**src/rtl/ov7670_capture_pkg.sv**
```systemverilog
// Shared definitions for the OV7670 capture block: FSM encoding, QVGA defaults,
// RGB444 colour-bar constants and the RGB565 -> RGB444 reduction.
package ov7670_capture_pkg;

    typedef enum logic [1:0] {
        S_WAIT_VS = 2'd0,
        S_WAIT_FR = 2'd1,
        S_ACTIVE  = 2'd2
    } cap_state_e;

    localparam int c_qvga_cols    = 320;
    localparam int c_qvga_rows    = 240;
    localparam int c_qvga_nb_pxls = 17;
    localparam int c_rgb444_w     = 12;
    localparam int c_bar_width    = 40;

    localparam logic [11:0] c_bar_white   = 12'hFFF;
    localparam logic [11:0] c_bar_yellow  = 12'hFF0;
    localparam logic [11:0] c_bar_cyan    = 12'h0FF;
    localparam logic [11:0] c_bar_green   = 12'h0F0;
    localparam logic [11:0] c_bar_magenta = 12'hF0F;
    localparam logic [11:0] c_bar_red     = 12'hF00;
    localparam logic [11:0] c_bar_blue    = 12'h00F;
    localparam logic [11:0] c_bar_black   = 12'h000;

    function automatic logic [11:0] bar_color(input logic [2:0] idx);
        logic [11:0] c;
        case (idx)
            3'd0:    c = c_bar_white;
            3'd1:    c = c_bar_yellow;
            3'd2:    c = c_bar_cyan;
            3'd3:    c = c_bar_green;
            3'd4:    c = c_bar_magenta;
            3'd5:    c = c_bar_red;
            3'd6:    c = c_bar_blue;
            default: c = c_bar_black;
        endcase
        return c;
    endfunction

    // byte0 = {R[4:0],G[5:3]}, byte1 = {G[2:0],B[4:0]}; keep the top 4 bits of each.
    function automatic logic [11:0] rgb565_to_444(input logic [7:0] b0, input logic [7:0] b1);
        return {b0[7:4], b0[2:0], b1[7], b1[4:1]};
    endfunction

endpackage

```
**src/rtl/ov7670_capture_sync_edge.sv**
```systemverilog
// Two-flop synchronizer with rise/fall detection on the synchronized level.
module sync_edge (
    input  logic clk,
    input  logic rst,
    input  logic din,
    output logic dout,
    output logic rise,
    output logic fall
);
    logic meta_q, meta_d;
    logic sync_q, sync_d;
    logic prev_q, prev_d;

    always_comb begin
        meta_d = din;
        sync_d = meta_q;
        prev_d = sync_q;
    end

    always_ff @(posedge clk) begin
        if (rst) begin
            meta_q <= 1'b0;
            sync_q <= 1'b0;
            prev_q <= 1'b0;
        end else begin
            meta_q <= meta_d;
            sync_q <= sync_d;
            prev_q <= prev_d;
        end
    end

    assign dout = sync_q;
    assign rise = sync_q & ~prev_q;
    assign fall = ~sync_q & prev_q;
endmodule

```
**src/rtl/ov7670_capture.sv**
```systemverilog
// OV7670 RGB565 capture into an RGB444 frame buffer, oversampling the camera bus on clk.
// Optional macro CAPTURE_TESTPAT_EN replaces camera pixels with column colour bars.
module ov7670_capture
    import ov7670_capture_pkg::*;
#(
    parameter int c_img_cols    = c_qvga_cols,
    parameter int c_img_rows    = c_qvga_rows,
    parameter int c_nb_img_pxls = c_qvga_nb_pxls,
    parameter int c_nb_buf      = c_rgb444_w
) (
    input  logic                     clk,
    input  logic                     rst,
    input  logic                     cam_pclk,
    input  logic                     cam_vsync,
    input  logic                     cam_href,
    input  logic [7:0]               cam_data,
    output logic                     wea,
    output logic [c_nb_img_pxls-1:0] addra,
    output logic [c_nb_buf-1:0]      dina,
    output logic                     frame_done,
    output logic                     overflow,
    output cap_state_e               state_dbg
);
    localparam int c_img_pxls = c_img_cols * c_img_rows;
    localparam logic [c_nb_img_pxls-1:0] c_pxl_limit = c_nb_img_pxls'(c_img_pxls);

    logic pclk_rise, vsync_s, vsync_rise, href_s, href_fall;
    logic unused_pclk_level, unused_pclk_fall, unused_vsync_fall, unused_href_rise;

    sync_edge u_sync_pclk (
        .clk(clk), .rst(rst), .din(cam_pclk),
        .dout(unused_pclk_level), .rise(pclk_rise), .fall(unused_pclk_fall)
    );
    sync_edge u_sync_vsync (
        .clk(clk), .rst(rst), .din(cam_vsync),
        .dout(vsync_s), .rise(vsync_rise), .fall(unused_vsync_fall)
    );
    sync_edge u_sync_href (
        .clk(clk), .rst(rst), .din(cam_href),
        .dout(href_s), .rise(unused_href_rise), .fall(href_fall)
    );

    // Same two-stage depth as the control lines so data lines up with the pclk event.
    logic [7:0] data_meta_q, data_meta_d, data_sync_q, data_sync_d;

    cap_state_e               state_q, state_d;
    logic                     phase_q, phase_d;
    logic [7:0]               byte0_q, byte0_d;
    logic [c_nb_img_pxls-1:0] cnt_q, cnt_d;
    logic                     wea_q, wea_d;
    logic [c_nb_img_pxls-1:0] addra_q, addra_d;
    logic [c_nb_buf-1:0]      dina_q, dina_d;
    logic                     frame_done_q, frame_done_d;
    logic                     overflow_q, overflow_d;
    logic [c_nb_buf-1:0]      pix_word;

`ifdef CAPTURE_TESTPAT_EN
    localparam int c_col_w = $clog2(c_img_cols + 1);
    logic [c_col_w-1:0] col_q, col_d;
    logic [5:0]         bar_pos_q, bar_pos_d;
    logic [2:0]         bar_idx_q, bar_idx_d;
    logic               line_clr;
    logic [15:0]        unused_cam_word;

    assign unused_cam_word = {byte0_q, data_sync_q};
    assign line_clr = href_fall || (state_q == S_WAIT_FR && !vsync_s);

    // Column tracking advances only on real writes so bars match addra timing.
    always_comb begin
        col_d     = col_q;
        bar_pos_d = bar_pos_q;
        bar_idx_d = bar_idx_q;
        if (line_clr || (wea_d && col_q == c_col_w'(c_img_cols - 1))) begin
            col_d     = '0;
            bar_pos_d = '0;
            bar_idx_d = '0;
        end else if (wea_d) begin
            col_d = col_q + 1'b1;
            if (bar_pos_q == 6'(c_bar_width - 1)) begin
                bar_pos_d = '0;
                if (bar_idx_q != 3'd7) bar_idx_d = bar_idx_q + 1'b1;
            end else begin
                bar_pos_d = bar_pos_q + 1'b1;
            end
        end
    end

    always_ff @(posedge clk) begin
        if (rst) begin
            col_q     <= '0;
            bar_pos_q <= '0;
            bar_idx_q <= '0;
        end else begin
            col_q     <= col_d;
            bar_pos_q <= bar_pos_d;
            bar_idx_q <= bar_idx_d;
        end
    end

    assign pix_word = c_nb_buf'(bar_color(bar_idx_q));
`else
    assign pix_word = c_nb_buf'(rgb565_to_444(byte0_q, data_sync_q));
`endif

    always_comb begin
        data_meta_d  = cam_data;
        data_sync_d  = data_meta_q;
        state_d      = state_q;
        phase_d      = phase_q;
        byte0_d      = byte0_q;
        cnt_d        = cnt_q;
        wea_d        = 1'b0;
        addra_d      = addra_q;
        dina_d       = dina_q;
        frame_done_d = 1'b0;
        overflow_d   = overflow_q;
        case (state_q)
            S_WAIT_VS: begin
                phase_d = 1'b0;
                if (vsync_s) state_d = S_WAIT_FR;
            end
            S_WAIT_FR: begin
                phase_d = 1'b0;
                if (!vsync_s) begin
                    state_d = S_ACTIVE;
                    cnt_d   = '0;
                end
            end
            S_ACTIVE: begin
                if (vsync_rise) begin
                    frame_done_d = 1'b1;
                    phase_d      = 1'b0;
                    state_d      = S_WAIT_FR;
                end else if (pclk_rise && href_s) begin
                    if (!phase_q) begin
                        byte0_d = data_sync_q;
                        phase_d = 1'b1;
                    end else begin
                        phase_d = 1'b0;
                        if (cnt_q != c_pxl_limit) begin
                            wea_d   = 1'b1;
                            addra_d = cnt_q;
                            dina_d  = pix_word;
                            cnt_d   = cnt_q + 1'b1;
                        end else begin
                            overflow_d = 1'b1;
                        end
                    end
                end else if ((pclk_rise && !href_s) || href_fall) begin
                    phase_d = 1'b0;
                end
            end
            default: state_d = S_WAIT_VS;
        endcase
    end

    always_ff @(posedge clk) begin
        if (rst) begin
            data_meta_q  <= '0;
            data_sync_q  <= '0;
            state_q      <= S_WAIT_VS;
            phase_q      <= 1'b0;
            byte0_q      <= '0;
            cnt_q        <= '0;
            wea_q        <= 1'b0;
            addra_q      <= '0;
            dina_q       <= '0;
            frame_done_q <= 1'b0;
            overflow_q   <= 1'b0;
        end else begin
            data_meta_q  <= data_meta_d;
            data_sync_q  <= data_sync_d;
            state_q      <= state_d;
            phase_q      <= phase_d;
            byte0_q      <= byte0_d;
            cnt_q        <= cnt_d;
            wea_q        <= wea_d;
            addra_q      <= addra_d;
            dina_q       <= dina_d;
            frame_done_q <= frame_done_d;
            overflow_q   <= overflow_d;
        end
    end

    assign wea        = wea_q;
    assign addra      = addra_q;
    assign dina       = dina_q;
    assign frame_done = frame_done_q;
    assign overflow   = overflow_q;
    assign state_dbg  = state_q;
endmodule

```
**config.mk**
```make
export PLATFORM = sky130hd
export DESIGN_NAME = ov7670_capture
export DESIGN_NICKNAME = d
export VERILOG_FILES = /design/src/rtl/ov7670_capture_pkg.sv /design/src/rtl/ov7670_capture_sync_edge.sv /design/src/rtl/ov7670_capture.sv
export SDC_FILE = /design/constraint.sdc
export NUM_CORES = 1
export LEC_CHECK = 0
export CORE_MARGIN = 1
export CORE_UTILIZATION = 48
export DETAILED_ROUTE_END_ITERATION = 8
export GPL_TIMING_DRIVEN = 0
export PLACE_DENSITY = 0.79
export SLEW_MARGIN = 30
export SYNTH_ARGS = -nofsm -noshare
export SYNTH_HDL_FRONTEND = slang
export SYNTH_HIERARCHICAL = 1
export SYNTH_SLANG_ARGS = --single-unit
```
**constraint.sdc**
```tcl
create_clock -name clk -period 2 [get_ports clk]
set_clock_uncertainty 0.2 [all_clocks]
set_input_delay 0.4 -clock clk [delete_from_list [all_inputs] [get_ports clk]]
set_output_delay 0.4 -clock clk [all_outputs]
set_load 0.05 [all_outputs]
```
==> results.md <==
* Status: finished, violations left
* Failing checks: setup timing
* Commonest non-fill, non-tap cell in the layout: dfxtp_1
* FF+latch area at 1700 sq um
* Routed met1 length at around 3.1 mm
* Drt pass-1 iters at 5
* Fin. max-slew vios at 0
* Post-synthesis cell count at 349
* Post-CTS Hold Fix Bufs at 0
* Non-filler instance count after layout at 507
* Clock root cell: clkbuf_8
* Dpl hpwl at between 4 and 5 mm
* Ant diodes at 0
* Clock transition at the registers of the reported paths at around 0.09 ns
* Arrival time at the worst endpoint at roughly 2.2 ns
* Area added between synthesis and finish at 40.7%
* Commonest non-fill, non-tap cells in the layout: dfxtp_1 (77), nand2_1 (47), dlygate4sd2_1 (34)
* Max Used Layer: met4
* Power Total at just over 3 mW
* Cell Area, Synth at 3210 sq um
* Vias in the first global route at 2620
* Clock period minus worst slack at between 2 and 2.5 ns
* Syn_nets at about 360
* Placer congestion estimate at roughly 0.86
* CORE AREA at about 6400 sq um
* Routed wl met3 at about 480 microns
* Post-route DRC at 0
* Post-Route WL at just over 8 mm
* Total of max-cap violations at 0
* Setup TNS at -0.208 ns
* Pwr dens at around 680 nW/um^2
* I/O Buffers at 46
* Initial Util at 0.503
* Max_slew headroom at 0.585
* Final hold slack at roughly 0.25 ns
* Worst vdd ir at approximately 0.55 mV
* Share of post-route cells with drive strength above 1 at 0.309
* CTS sink cnt at 84
* Worst-Skew Late Latency at about 0.36 ns
* GR Overflow Total at 0
* CP Max Fanout at 5
* Worst-margin pin slew at 0.622 ns
* Warnings from Yosys at 6
* # fillers at between 400 and 500
* Detail Route Antenna Nets at 0
* Fin util at 0.707
* Multi-input gate area at 1640 sq um
* # IOs at 47
* H-tree lvl count at 3
* Final setup margin at -0.0733 ns
* Die area at about 7000 sq um
* Final setup violation count at 11
* Max Freq at around 480 MHz
* Placed Cells at ~470
* All-Layer GR Usage at 0.229
* Wire per inst at 16.1 microns
* Critical path class: reg -> reg
* Largest net degree at the start of global routing at 16
* Nets at between 400 and 500
* Unrepaired setup endpoints after global routing: true
* CTS Buf Count at 9
* First-pass GRT wire length at approximately 12 mm
* Buffer levels on the longest clock path at 2
* Final period util at 1.04
* Rows at 29
* Die Ht at 83.8 microns
* Drt via density at ~5.5
* Routed wl met2 at approximately 4.3 mm
* CTS tree: done
* Element type at the critical path end: register
* Vias at between 2000 and 3000
* Number of DRC markers in iteration 0 at 212
* Leak at 1.77 nW
* CP Launch Type: register
* Initial antenna violation count at 0
* Die X at ~84 microns
* Final hold vios at 0
* Req. time, crit path at roughly 2.1 ns
* HP Class: reg -> reg
* Avg Cell Area, Syn at just over 9 sq um
-- metrics by stage --
| step | setup WS (ns) | instance area [sq um] |
|---|---|---|
| 2_1_floorplan | 0.00942 | 3210 |
| 3_3_place_gp | -0.474 | 3770 |
| 3_5_place_dp | -0.529 | 3770 |
| 4_1_cts | -0.0969 | 4330 |
| 5_1_grt | -0.171 | 4520 |
| 6_report | -0.0733 | 4520 |
-- per-layer routing --
| metal | track usage | up-vias |
|---|---|---|
| met2 | 0.398 | 106 |
| li1 | - | 1335 |
| met1 | 0.274 | 1326 |
| met3 | 0.0406 | 24 |
| met4 | 0.108 | 0 |
| met5 | 0 | - |
-- area by class of cell --
cell class	count	share of cell area
Buffer	16	0.0299
Clock buffer	10	0.0305
Clock inverter	6	0.0155
Inverter	7	0.00637
Multi-Input combinational cell	239	0.364
Sequential cell	84	0.376
Tap cell	77	0.0213
Timing Repair Buffer	68	0.156
-- sequential cells by signal (all words and copies together), names as in the netlist --
| name | flops |
|---|---|
| u_sync_pclk/prev_q | 1 |
| byte0_q | 7 |
| wea | 1 |
| dina | 12 |
| u_sync_pclk/dout | 1 |
| u_sync_pclk/meta_q | 1 |
| u_sync_href/dout | 1 |
| overflow | 1 |
| u_sync_href/prev_q | 1 |
| u_sync_href/meta_q | 1 |
| u_sync_vsync/meta_q | 1 |
| phase_q | 1 |
| data_sync_q | 8 |
| frame_done | 1 |
| data_meta_q | 8 |
| addra | 17 |
| cnt_q | 17 |
| state_dbg | 2 |
| u_sync_vsync/dout | 1 |
| u_sync_vsync/prev_q | 1 |
-- where the power goes --
group | internal, mW | switching (mW) | leakage, nW | total [mW]
Sequential | 1.69 | 0.0112 | 0.686 | 1.70
Clock | 0.620 | 0.640 | 0.103 | 1.26
Combinational | 0.0581 | 0.0633 | 0.985 | 0.121
Total | 2.37 | 0.715 | 1.77 | 3.08
-- worst paths after layout --
check	endpoint	start	slack, ns	cells after the start
worst max register to register	cnt_q[4]	cnt_q[0]	-0.07	8
worst min register to register	u_sync_pclk/dout	u_sync_pclk/meta_q	0.25	1
worst min-delay path	u_sync_pclk/dout	u_sync_pclk/meta_q	0.25	1
worst max-delay path	cnt_q[4]	cnt_q[0]	-0.07	8
-- repair_timing --
action / in CTS / in global routing
pin swaps: 32 / 26
cloned: 5 / 0
buffers inserted: 14 / 4
resized for setup: 86 / 52
setup endpoints to repair: 93 / 60
-- worst max-delay path, stage by stage, from the launching register on --
cell	delay, ns
dfxtp_4	0.37
inv_4	0.06
ha_4	0.11
nor3b_4	0.16
nand4_1	0.21
o21ai_4	0.26
bufbuf_16	0.30
nand3_1	0.11
a31oi_1	0.22
(Power assumes the default switching activity.)
